===== config.mk =====
export PLATFORM = sky130hd
export DESIGN_NAME = mixcolumns_seq_flat
export DESIGN_NICKNAME = d
export VERILOG_FILES = /design/src/rtl/aes_pkg.sv /design/src/rtl/mixcolumns_seq_if.sv /design/src/rtl/MixColumns.sv /design/src/rtl/mixcolumns_seq.sv /design/src/flat_wrapper.sv
export SDC_FILE = /design/constraint.sdc
export NUM_CORES = 1
export LEC_CHECK = 0
export BUFFER_PORTS_ARGS = -buffer_cell sky130_fd_sc_hd__buf_4
export CORE_MARGIN = 2
export CORE_UTILIZATION = 46
export DETAILED_ROUTE_END_ITERATION = 10
export PLACE_DENSITY = 0.8
export SYNTH_ARGS = -nofsm -noshare
export SYNTH_HDL_FRONTEND = slang
export SYNTH_SLANG_ARGS = --single-unit

===== constraint.sdc =====
create_clock -name clk -period 4.2 [get_ports clk]
set_input_delay 0.21 -clock clk [delete_from_list [all_inputs] [get_ports clk]]
set_output_delay 0.21 -clock clk [all_outputs]
set_load 0.05 [all_outputs]

===== src/rtl/aes_pkg.sv =====
`default_nettype none
// ============================================================================
// Module  : aes_pkg
// Brief   : Shared AES state types, MixColumns FSM encoding and column helpers.
// Rev     : 1.0  initial release
// ============================================================================
package aes_pkg;

    localparam int AES_NB = 4;

    typedef logic [127:0] aes_state_t;
    typedef logic [31:0]  aes_col_t;

    typedef enum logic [1:0] {
        MC_IDLE = 2'd0,
        MC_BUSY = 2'd1,
        MC_DONE = 2'd2
    } mc_state_e;

    // Column 0 occupies the most significant word of the state.
    function automatic aes_col_t get_col(aes_state_t state, logic [1:0] idx);
        return state[127 - 32*idx -: 32];
    endfunction

    function automatic aes_state_t set_col(aes_state_t state, logic [1:0] idx, aes_col_t col);
        aes_state_t r;
        r = state;
        r[127 - 32*idx -: 32] = col;
        return r;
    endfunction

    function automatic logic [7:0] xtime(logic [7:0] b);
        return {b[6:0], 1'b0} ^ (b[7] ? 8'h1b : 8'h00);
    endfunction

endpackage
`default_nettype wire


===== src/rtl/mixcolumns_seq_if.sv =====
`default_nettype none
// ============================================================================
// Module  : mixcolumns_seq_if
// Brief   : Input and output valid/ready channels of the MixColumns sequencer.
// Rev     : 1.0  initial release
// ============================================================================
interface mixcolumns_seq_if;
    import aes_pkg::*;

    logic       in_valid;
    logic       in_ready;
    aes_state_t in_state;
    logic       in_bypass;
    logic       out_valid;
    logic       out_ready;
    aes_state_t out_state;

    modport master (
        output in_valid, in_state, in_bypass, out_ready,
        input  in_ready, out_valid, out_state
    );

    modport slave (
        input  in_valid, in_state, in_bypass, out_ready,
        output in_ready, out_valid, out_state
    );
endinterface
`default_nettype wire


===== src/rtl/MixColumns.sv =====
`default_nettype none
// ============================================================================
// Module  : MixColumns
// Brief   : Combinational single-column AES MixColumns (s0 is the MSB byte).
// Rev     : 1.0  initial release
// ============================================================================
module MixColumns
    import aes_pkg::*;
(
    input  aes_col_t col_in,
    output aes_col_t col_out
);
    logic [7:0] a0, a1, a2, a3;
    logic [7:0] d0, d1, d2, d3;

    assign {a0, a1, a2, a3} = col_in;

    assign d0 = xtime(a0);
    assign d1 = xtime(a1);
    assign d2 = xtime(a2);
    assign d3 = xtime(a3);

    // 3*x is formed as xtime(x) ^ x.
    assign col_out[31:24] = d0 ^ (d1 ^ a1) ^ a2 ^ a3;
    assign col_out[23:16] = a0 ^ d1 ^ (d2 ^ a2) ^ a3;
    assign col_out[15:8]  = a0 ^ a1 ^ d2 ^ (d3 ^ a3);
    assign col_out[7:0]   = (d0 ^ a0) ^ a1 ^ a2 ^ d3;
endmodule
`default_nettype wire


===== src/rtl/mixcolumns_seq.sv =====
`default_nettype none
// ============================================================================
// Module  : mixcolumns_seq
// Brief   : Time-shares COLS_PER_CYCLE MixColumns units over a 128-bit state.
// Rev     : 1.0  initial release
// ============================================================================
module mixcolumns_seq
    import aes_pkg::*;
#(
    parameter int COLS_PER_CYCLE = 1
) (
    input  logic              clk,
    input  logic              rst,
    mixcolumns_seq_if.slave   bus,
    output logic              busy
);

    generate
        if (!(COLS_PER_CYCLE == 1 || COLS_PER_CYCLE == 2 || COLS_PER_CYCLE == 4))
        begin : g_bad_cols
            $error("mixcolumns_seq: COLS_PER_CYCLE must be 1, 2 or 4");
        end
    endgenerate

    mc_state_e   fsm;
    aes_state_t  state_reg;
    aes_state_t  mixed;
    logic [1:0]  col_idx;
    logic        in_ready_reg;
    logic        out_valid_reg;
    logic        last_col;

    logic [1:0]  col_sel [COLS_PER_CYCLE];
    aes_col_t    mix_in  [COLS_PER_CYCLE];
    aes_col_t    mix_out [COLS_PER_CYCLE];

    generate
        for (genvar g = 0; g < COLS_PER_CYCLE; g++) begin : g_mix
            assign col_sel[g] = col_idx + 2'(g);
            assign mix_in[g]  = get_col(state_reg, col_sel[g]);

            MixColumns u_mix (
                .col_in  (mix_in[g]),
                .col_out (mix_out[g])
            );
        end
    endgenerate

    // Only the selected columns change; the rest pass through untouched.
    always_comb begin
        mixed = state_reg;
        for (int i = 0; i < COLS_PER_CYCLE; i++) begin
            mixed = set_col(mixed, col_sel[i], mix_out[i]);
        end
    end

    assign last_col = (col_sel[COLS_PER_CYCLE-1] == 2'(AES_NB - 1));

    always_ff @(posedge clk or posedge rst) begin
        if (rst) begin
            fsm           <= MC_IDLE;
            state_reg     <= '0;
            col_idx       <= 2'd0;
            in_ready_reg  <= 1'b1;
            out_valid_reg <= 1'b0;
            busy          <= 1'b0;
        end else begin
            case (fsm)
                MC_IDLE: begin
                    if (bus.in_valid) begin
                        state_reg    <= bus.in_state;
                        col_idx      <= 2'd0;
                        in_ready_reg <= 1'b0;
                        if (bus.in_bypass) begin
                            fsm           <= MC_DONE;
                            out_valid_reg <= 1'b1;
                        end else begin
                            fsm  <= MC_BUSY;
                            busy <= 1'b1;
                        end
                    end
                end
                MC_BUSY: begin
                    state_reg <= mixed;
                    col_idx   <= col_idx + 2'(COLS_PER_CYCLE);
                    if (last_col) begin
                        fsm           <= MC_DONE;
                        busy          <= 1'b0;
                        out_valid_reg <= 1'b1;
                    end
                end
                MC_DONE: begin
                    if (bus.out_ready) begin
                        fsm           <= MC_IDLE;
                        out_valid_reg <= 1'b0;
                        in_ready_reg  <= 1'b1;
                    end
                end
                default: begin
                    fsm           <= MC_IDLE;
                    in_ready_reg  <= 1'b1;
                    out_valid_reg <= 1'b0;
                    busy          <= 1'b0;
                end
            endcase
        end
    end

    assign bus.in_ready  = in_ready_reg;
    assign bus.out_valid = out_valid_reg;
    assign bus.out_state = state_reg;

endmodule
`default_nettype wire

===== src/flat_wrapper.sv =====
// flat-port wrapper written by rule: the top's interface ports become plain ports
module mixcolumns_seq_flat import aes_pkg::*;
#(
    parameter int COLS_PER_CYCLE = 1
)
  (clk, rst, busy, bus_in_valid, bus_in_state, bus_in_bypass, bus_out_ready, bus_in_ready, bus_out_valid, bus_out_state);
  mixcolumns_seq_if bus_i ();
  input  logic clk;
  input  logic rst;
  output logic busy;
  input wire logic [$bits(bus_i.in_valid)-1:0] bus_in_valid;
  input wire logic [$bits(bus_i.in_state)-1:0] bus_in_state;
  input wire logic [$bits(bus_i.in_bypass)-1:0] bus_in_bypass;
  input wire logic [$bits(bus_i.out_ready)-1:0] bus_out_ready;
  output wire logic [$bits(bus_i.in_ready)-1:0] bus_in_ready;
  output wire logic [$bits(bus_i.out_valid)-1:0] bus_out_valid;
  output wire logic [$bits(bus_i.out_state)-1:0] bus_out_state;
  assign bus_i.in_valid = bus_in_valid;
  assign bus_i.in_state = bus_in_state;
  assign bus_i.in_bypass = bus_in_bypass;
  assign bus_i.out_ready = bus_out_ready;
  assign bus_in_ready = bus_i.in_ready;
  assign bus_out_valid = bus_i.out_valid;
  assign bus_out_state = bus_i.out_state;
  mixcolumns_seq #(.COLS_PER_CYCLE(COLS_PER_CYCLE)) u_core (.clk(clk), .rst(rst), .bus(bus_i), .busy(busy));
endmodule

Yosys cells after proc, flatten, opt, wreduce, memory -nomap -nowiden
Cells that the tools add are included.
W data, S select, Z words.
{ "totals": {"reg_bits": 135, "latch_bits": 0, "mem_bits_rw": 0, "mem_bits_ro": 0, "elab_cells": 75, "memories": 0} }
{ "op_classes": {"addsub": 3, "mul": 0, "div": 0, "magnitude_cmp": 0, "eq_ne": 8, "shifts": 3, "n_mux": 26, "bitwise_logic": 22, "reduce_logical": 7} }
{ "ops": {"columns": ["operator", "count"], "rows": [
  ["$pmux W128 S2", 1],
  ["$shift A32 B34 Y159 const A", 1],
  ["$shiftx A159 B33 Y32", 1],
  ["$shiftx A32 B34 Y159", 1],
  ["$xor A8 B8 Y8", 17],
  ["$bwmux W128", 1],
  ["$mux W128", 1],
  ["$neg A32 Y34", 1],
  ["$xor A8 B5 Y8", 3],
  ["$mux W5", 4],
  ["$mux W2", 5],
  ["$mux W1", 9],
  ["$pmux W1 S3", 3],
  ["$ne A2 B2 Y1 const B", 4],
  ["$reduce_and A4 Y1", 2],
  ["$sub A7 B7 Y8 const A", 1],
  ["$pmux W2 S3", 1],
  ["$reduce_and A3 Y1", 2],
  ["$eq A2 B2 Y1 const B", 2],
  ["$pmux W2 S2", 1],
  ["$add A2 B1 Y2 const B", 1],
  ["$eq A2 B1 Y1 const B", 1],
  ["$logic_not A2 Y1", 1],
  ["$ne A2 B1 Y1 const B", 1],
  ["other kinds (3)", 4]
]} }

Depth between registers and ports, before layout
Gate-level depths: netlist of the first run.
{ "depth": {"word_depth": 11, "mapped_depth": 9, "depth_no_buf": 6} }

Hierarchy
From an unflattened synthesis of the first run, not the netlist that was laid out.
{ "hier_totals": {"hier_cells": 687, "hier_area_um2": 8743.4} }
{ "by_module_without_submodules": {"columns": ["mod", "instances", "cells_per_inst", "area_per_inst_um2", "seq_area_each_um2"], "rows": [
  ["mixcolumns_seq", 1, 612, 7452.1, 3379.5],
  ["MixColumns", 1, 75, 1291.2, 0.0]
]} }

Least setup slack after synthesis of the first run
No wires, ideal clock.
{ "synth_timing": {"path_type": "reg-to-reg", "start": "register u_core.col_idx[0]", "end": "register u_core.state_reg[22], in the netlist u_core.bus.out_state[22]", "setup_ns": 0.083, "t_arrival_ns": 2.185, "required_time_ns": 4.117, "path_slack_ns": 1.933, "stages_incl_launch_ff": 7, "path_buffers": 2, "period_less_slack_ns": 2.267, "cell_sequence": "dfrtp_1 buf_6 buf_6 mux4_2 xor2_1 xor3_1 o22ai_1"} }
{ "synth_via": {"elab_chain_len": 11, "elab_cells_between_ends": 31, "cone_classes": "2 x add/sub; 3 x shift; 6 x mux; 20 x bitwise"} }
{ "synth_lines": {"columns": ["item", "line_no", "text"], "rows": [
  ["from (decl)", "mixcolumns_seq.sv:28", "logic [1:0] col_idx;"],
  ["from (signal assigned)", "mixcolumns_seq.sv:85", "col_idx <= col_idx + 2'(COLS_PER_CYCLE);"],
  ["$sub A7 B7 Y8 (*)", "aes_pkg.sv:22, aes_pkg.sv:28", null],
  ["$shiftx A159 B33 Y32", "aes_pkg.sv:22", "return state[127 - 32*idx -: 32];"],
  ["$mux W5", "aes_pkg.sv:33", "return {b[6:0], 1'b0} ^ (b[7] ? 8'h1b : 8'h00);"],
  ["$xor A8 B8 Y8 / $xor A8 B5 Y8 (equally long branches)", "aes_pkg.sv:33", null],
  ["$xor A8 B8 Y8 (on tied branches) (4 in series)", "MixColumns.sv:27, MixColumns.sv:24", null],
  ["$shiftx A32 B34 Y159", "aes_pkg.sv:28", "r[127 - 32*idx -: 32] = col;"],
  ["$bwmux W128 (*)", "aes_pkg.sv:28", null],
  ["$pmux W128 S2 (*)", "mixcolumns_seq.sv:68", "case (fsm)"],
  ["to (signal assigned)", "mixcolumns_seq.sv:71", "state_reg <= bus.in_state;"],
  ["to (signal assigned)", "mixcolumns_seq.sv:84", "state_reg <= mixed;"],
  ["to (decl)", "mixcolumns_seq.sv:26", "aes_state_t state_reg;"]
]} }
Mark *: on every way between the ends. The rest lies on a longest branch, timed or not.
A chain may end at the register's enable or synchronous reset.

Worst setup path after layout of the first run
{ "layout_timing": {"start": "register u_core.fsm[1]", "end": "register u_core.state_reg[43], in the netlist u_core.bus.out_state[43]"} }
{ "layout_via": {"elab_chain_len": 3, "elab_cells_between_ends": 6, "cone_classes": "2 x eq/ne; 1 x mux; 3 x reduce/logical"} }
{ "layout_lines": {"columns": ["item", "line_no", "text"], "rows": [
  ["from (decl)", "mixcolumns_seq.sv:25", "mc_state_e fsm;"],
  ["from (signal assigned)", "mixcolumns_seq.sv:61", "fsm <= MC_IDLE;"],
  ["from (signal assigned)", "mixcolumns_seq.sv:75", "fsm <= MC_DONE;"],
  ["from (signal assigned)", "mixcolumns_seq.sv:78", "fsm <= MC_BUSY;"],
  ["$eq A2 B1 Y1 / $logic_not A2 Y1 (equally long branches)", "mixcolumns_seq.sv:68", null],
  ["$reduce_bool A2 Y1 (no line) / $ne A2 B2 Y1 (equally long branches)", null, null],
  ["$reduce_and A2 Y1 (no line)", null, null]
]} }
Several ways; a longest one is shown, not always the timed one.

==> results.py, run 1 <==
metrics = {
    "run_status": {
        "run_status": "finished, violations left",
        "violations": "hold timing",
    },
    "detailed_routing": {
        "postRouteWirelength_mm": 29.6,
        "final_antenna_net_count": 0,
        "post-route-drc-count": 0,
        "avgRoutedWirePerCell_um": 24.6,
        "num_vias": 7738,
        "drt_iter0_markers": 905,
        "first_pass_iters": 6,
        "vias_per_cell": 6.42,
    },
    "yosys": {
        "syn_avg_cell_area_um2": 10.9,
        "synth-seq-area-share_pct": 42.2,
        "syn-num-nets": 872,
        "syn_inst": 735,
        "synth_warnings": 0,
        "synth_cell_type_count": 35,
        "synth-seq-cells": 135,
        "syn_area_um2": 8010,
    },
    "finish": {
        "largest_reg_flops": 128,
        "nNetsFinal": 1106,
        "n_fill_cell": 1390,
        "final_util_pct": 62.7,
        "stdcell_count": 1205,
        "diodes": 0,
        "syn2layout_area_growth_pct": 34.5,
        "drive_gt1_share_pct": 37.3,
    },
    "floorplanning": {
        "initial_utilization_pct": 46.6,
        "core-area_um2": 17200,
        "num_rows": 48,
        "design.die.area_um2": 18500,
        "ios": 264,
        "die_h_um": 136,
        "die_x_um": 136,
    },
    "clocking": {
        "clock_latency_ps": 430,
        "postCtsResizedCells": 0,
        "clkSinkCount": 135,
        "cts-root-buf": "clkbuf_16",
        "cts.path.max_buffers": 2,
        "clk_pin_slew_ps": 60,
        "ctsHtreeMaxLevel": 4,
        "tritoncts": "done",
        "cts_inserted_buffers": 17,
        "post_cts_buffers": 0,
        "hold_buffers": 0,
    },
    "global_routing": {
        "grt_first_pass_wirelength_mm": 44.5,
        "grt_max_degree": 100,
        "antenna_found_initial": 0,
        "grt_pass1_vias": 7869,
        "grt_overflow_total": 0,
        "track_usage_pct": 32.4,
    },
    "setup_path": {
        "crit_path_end_kind": "register",
        "arrival_ps": 3290,
        "start_kind": "register",
        "crit_fanout": 60,
        "path_class": "reg -> reg",
        "required_ps": 4520,
        "reg2reg_depth": 5,
    },
    "flow_run": {
        "drv_cap": 0,
    },
    "min_path": {
        "hold_path.class": "in -> async",
    },
    "sta": {
        "setup_viol": 0,
        "fin_skew_ps": 8.72,
        "setup_tns_ps": 0,
        "relSlewSlack_pct": 19.8,
        "worst_pin_slew_ps": 1200,
        "finalHoldViolations": 27,
        "slew_violations": 0,
        "rsz0062_at_grt": "no",
        "final.min_clock_period_ps": 2970,
        "post-route-period-util_pct": 70.8,
        "max_freq_ghz": 0.336,
        "whs_ps": -5.28,
    },
    "place": {
        "portBuffers": 263,
        "gp_congestion": 0.869,
        "dp_cells": 1175,
        "dpl.hpwl_mm": 20.2,
    },
}
-- stage by stage --
| stage | setup WS [ps] | hold WS (ps) | instance area [um^2] |
|---|---|---|---|
| floorplan | 381 | 308 | 8010 |
| global placement | 1340 | 426 | 10200 |
| detailed placement | 1290 | 448 | 10200 |
| CTS | 1280 | 5.46 | 10800 |
| global route | 1040 | 11.1 | 10800 |
| finish | 1230 | -5.28 | 10800 |
-- cell usage after synthesis, drive strengths merged --
cell type  count  share of area, %
a21o           4              0.37
a21oi        134               8.4
a22o           1              0.11
a22oi          1             0.094
buf           10               1.0
clkbuf        54               2.5
dfrtp        134                42
dfstp          1              0.33
ha             4              0.62
inv            5              0.23
mux2i          2              0.25
mux4          32               9.0
nand2          3              0.14
nand2b         2              0.16
nand3          2              0.12
nand4          2              0.16
nor2         133               6.2
o211ai         1             0.094
o21ai          5              0.31
o22ai        128                10
o2bb2ai        1              0.11
o32ai          1              0.11
or2            2              0.16
or4            1             0.094
xnor2         18               3.7
xnor3         37                10
xor2          10               1.4
xor3           7               2.1
-- layer usage --
metal | share of wire (%) | vias to the layer above | track usage [%]
li1 | - | 3207 | -
met1 | 35 | 3754 | 41.0
met2 | 49 | 647 | 52.5
met3 | 12 | 130 | 8.65
met4 | 4.1 | 0 | 14.4
met5 | 0 | - | 0
-- layout make-up --
cell class                      count  area, um^2  area share [%]
Timing Repair Buffer              279        2110            19.6
Tap cell                          225         282            2.61
Clock buffer                       20         457            4.24
Inverter                            5        23.8           0.221
Clock inverter                     10         153            1.42
Sequential cell                   135        3380            31.4
Multi-Input combinational cell    531        4370            40.6
-- layout by cell type, fill, tap and decap left out, types with 5 or more instances in the layout --
| cell | Yosys | routed |
|---|---|---|
| xnor2_1 | 6 | 6 |
| a21oi_1 | 134 | 131 |
| xor3_1 | 7 | 7 |
| o21ai_0 | 5 | 5 |
| mux4_2 | 32 | 32 |
| o22ai_1 | 128 | 128 |
| xnor3_1 | 37 | 37 |
| buf_4 | 2 | 278 |
| nor2_1 | 133 | 132 |
| clkinv_2 | 0 | 5 |
| dfrtp_1 | 134 | 132 |
| clkbuf_16 | 0 | 17 |
| xor2_1 | 7 | 7 |
| xnor2_2 | 8 | 8 |
-- critical path, cell delays in order, from the launching register on --
cell	delay, ps
dfrtp_1	620
nand2b_4	560
nor2_1	320
nand3_1	590
buf_4	480
o22ai_1	260
-- cell families after synthesis --
group,after synthesis,synth area share (%)
AO/OA/AOI/OAI,276,19.6
flip-flops,135,42.2
AND/OR/NAND/NOR,145,7.06
multiplexers,34,9.25
XOR/XNOR,72,17.5
adder cells (fa/ha/maj),4,0.625
buffers and inverters,69,3.78
-- path summary, 6_finish.rpt --
path	startpoint	end	slack, ps
setup / recovery	u_core.fsm[1]	u_core.bus.out_state[43]	1230
hold / removal	rst	u_core.bus.out_state[102]	-5
setup reg to reg	u_core.fsm[1]	u_core.bus.out_state[43]	1230
hold reg to reg	u_core.bus.in_ready	u_core.bus.in_ready	510
max in group asynchronous	rst	u_core.bus.out_state[81]	3190
min in group clk	bus_out_ready	u_core.fsm[1]	10
Power of run 1 is not shown: default switching activity piles up to over one toggle a cycle in this logic, so the estimate is an artifact.
==> run 2: changes to the inputs <==
- ABC_AREA: unset -> 1
- PLACE_DENSITY: 0.8 -> 0.76
- clock period: 4.2 -> 3 ns (I/O delays scaled with it)
==> results.py, run 2 <==
metrics = {
    "global_routing": {
        "grt_overflow_total": 0,
        "antenna_found_initial": 0,
        "grt_max_degree": 140,
        "grt_pass1_vias": 12300,
        "grt_first_pass_wirelength_mm": 64.9,
        "track_usage_pct": 34.0,
    },
    "yosys": {
        "synth-seq-area-share_pct": 31.5,
        "ys_async_sr_fraction_pct": 100,
        "synth_most_common_cell": "nand2_1",
        "yosys-top-cells-area": "dfrtp_1, nand2_1, nand3_1, inv_1, a21oi_1",
        "synth_cell_type_count": 32,
        "synth_top_area_cell": "dfrtp_1",
        "synth_common_cells": "nand2_1, nand3_1, inv_1",
        "synth_flop_cell": "dfrtp_1",
        "synth_edf_count": 0,
        "synth_top_family_by_area": "simple AND/OR/NAND/NOR gates",
        "syn_area_um2": 10700,
        "synth-simple-area-share_pct": 49.8,
        "syn-num-nets": 1971,
        "syn_avg_cell_area_um2": 5.85,
        "synth_warnings": 0,
        "syn_inst": 1834,
        "synthXorXnorAreaFrac_pct": 0.560,
        "synthMuxAreaShare_pct": 0,
        "synth_compound_area_share_pct": 6.53,
        "yosysTopAreaCellShare_pct": 31.3,
        "synthAdderAreaFrac_pct": 0.467,
        "synth-seq-cells": 135,
    },
    "clocking": {
        "cts.path.max_buffers": 2,
        "cts_inserted_buffers": 17,
        "tritoncts": "done",
        "clock_latency_ps": 430,
        "post_cts_buffers": 0,
        "cts-root-buf": "clkbuf_16",
        "clkSinkCount": 135,
        "clk_pin_slew_ps": 70,
        "ctsHtreeMaxLevel": 4,
    },
    "detailed_routing": {
        "drt_iter0_markers": 1413,
        "avgRoutedWirePerCell_um": 17.5,
        "post-route-drc-count": 0,
        "vias_per_cell": 5.43,
        "num_vias": 12900,
        "final_antenna_net_count": 0,
        "postRouteWirelength_mm": 41.6,
        "first_pass_iters": 5,
    },
    "min_path": {
        "hold_depth": 5,
        "hp-start": "bus_in_state[21]",
        "hold_path.class": "in -> reg",
        "hold_path_end": "u_core.bus.out_state[21]",
    },
    "sta": {
        "worst_pin_slew_ps": 724,
        "post-route-period-util_pct": 87.3,
        "setup_tns_ps": 0,
        "relSlewSlack_pct": 51.7,
        "rsz0062_at_grt": "no",
        "final.min_clock_period_ps": 2620,
        "setup_viol": 0,
        "slew_violations": 0,
        "max_freq_ghz": 0.382,
        "finalHoldViolations": 0,
        "fin_skew_ps": 12.7,
    },
    "setup_path": {
        "crit_fanout": 139,
        "reg2reg_to": "u_core.bus.out_state[22]",
        "rrSetupSlack_ps": 380,
        "worstPathCellList": "buf_12, ha_1, inv_1, nand2_1, nand2_1, nor2_4, buf_4, nand2_1, inv_1, a21oi_1",
        "arrival_ps": 2930,
        "reg2reg_depth": 10,
        "cp-startpoint": "u_core.col_idx[0]",
        "crit_path_max_incr_delay_ps": 570,
        "path_class": "reg -> reg",
        "required_ps": 3310,
        "r2r_start": "u_core.col_idx[0]",
        "crit_path_frequent_cell": "nand2_1",
        "start_kind": "register",
        "crit_path_end_kind": "register",
        "cpMaxStageDelayCell": "buf_4",
    },
    "floorplanning": {
        "die_h_um": 157,
        "ios": 264,
        "num_rows": 55,
        "die_x_um": 157,
        "core-area_um2": 22800,
        "initial_utilization_pct": 47.1,
        "design.die.area_um2": 24600,
    },
    "finish": {
        "final_cell_mix": "nand2_1, buf_4, nand3_1",
        "nNetsFinal": 2193,
        "n_fill_cell": 2286,
        "mostFrequentLayoutCell": "nand2_1",
        "syn2layout_area_growth_pct": 26.2,
        "diodes": 0,
        "largest_reg_flops": 128,
        "drive_gt1_share_pct": 18.1,
    },
    "place": {
        "dpl.hpwl_mm": 30.8,
        "gp_congestion": 0.970,
        "portBuffers": 263,
    },
    "flow_run": {
        "drv_cap": 0,
    },
    "run_status": {
        "run_status": "finished, final reports clean",
    },
}
-- run 2: cell types whose count changed after synthesis, moves of 32 or more --
cell,delta
nand2_1,+887
o22ai_1,-127
xnor3_1,-37
buf_2,+60
nand3_1,+173
nand4_1,+59
inv_1,+160
mux4_2,-32
clkbuf_1,-47
-- run 2: cell type report --
cell class / count / area [um^2] / share of cell area (%)
clock buffers: 17 / 425 / 3.14
clock inverters: 15 / 166 / 1.23
inverters: 175 / 666 / 4.92
multi-input cells: 1432 / 6180 / 45.7
flip-flops and latches: 135 / 3380 / 25.0
well taps: 313 / 392 / 2.89
repair buffers: 295 / 2320 / 17.1
-- run 2: worst max path at each step --
stage | end | slack [ps] | depth (start not counted)
6_report | u_core.bus.out_state[22] | 380 | 10
5_1_grt | u_core.bus.out_state[11] | 200 | 10
4_1_cts | u_core.bus.out_state[22] | 450 | 10
3_5_place_dp | u_core.bus.out_state[22] | 480 | 10
3_3_place_gp | u_core.bus.out_state[78] | 560 | 15
2_1_floorplan | u_core.bus.out_state[32] | 800 | 10
-- run 2: per-layer routing --
metal	up-vias	global-route usage (%)	share of wire [%]
met5	-	0	0
met4	0	12.5	2.8
met3	103	6.37	9.9
met2	682	53.3	46
met1	5957	46.6	41
li1	6188	-	-
-- run 2: worst max-delay path: cells and delay by family (launching register included) --
kind | cells | cell delay (ps)
buffers and inverters | 4 | 1190
and+or+nand+nor | 4 | 470
DFF | 1 | 440
adders and majority gates | 1 | 240
AOI/OAI and AO/OA | 1 | 70
-- run 2: cell families after synthesis --
family / count (synthesis)
compound gates: 132
xor+xnor: 6
fa+ha+maj: 4
buf+inv: 267
flops: 135
simple gates: 1290
-- run 2: through the flow --
stage | worst slack, ps | hold slack (ps) | utilization [%] | cell area (um^2) | cells
6_report | 380 | 17.1 | 59.4 | 13500 | 2382
5_1_grt | 205 | 36.9 | 59.4 | 13500 | 2382
4_1_cts | 445 | 6.95 | 59.4 | 13500 | 2382
3_5_place_dp | 477 | 284 | 56.7 | 12900 | 2348
3_3_place_gp | 556 | 278 | 56.7 | 12900 | 2348
2_1_floorplan | 802 | 317 | - | 10700 | 1834
-- run 2: what timing repair did --
item,CTS,global route
resized for setup,0,0
hold buffers,2,0
hold endpoints to repair,24,0
Power of run 2 is left out for the same reason.
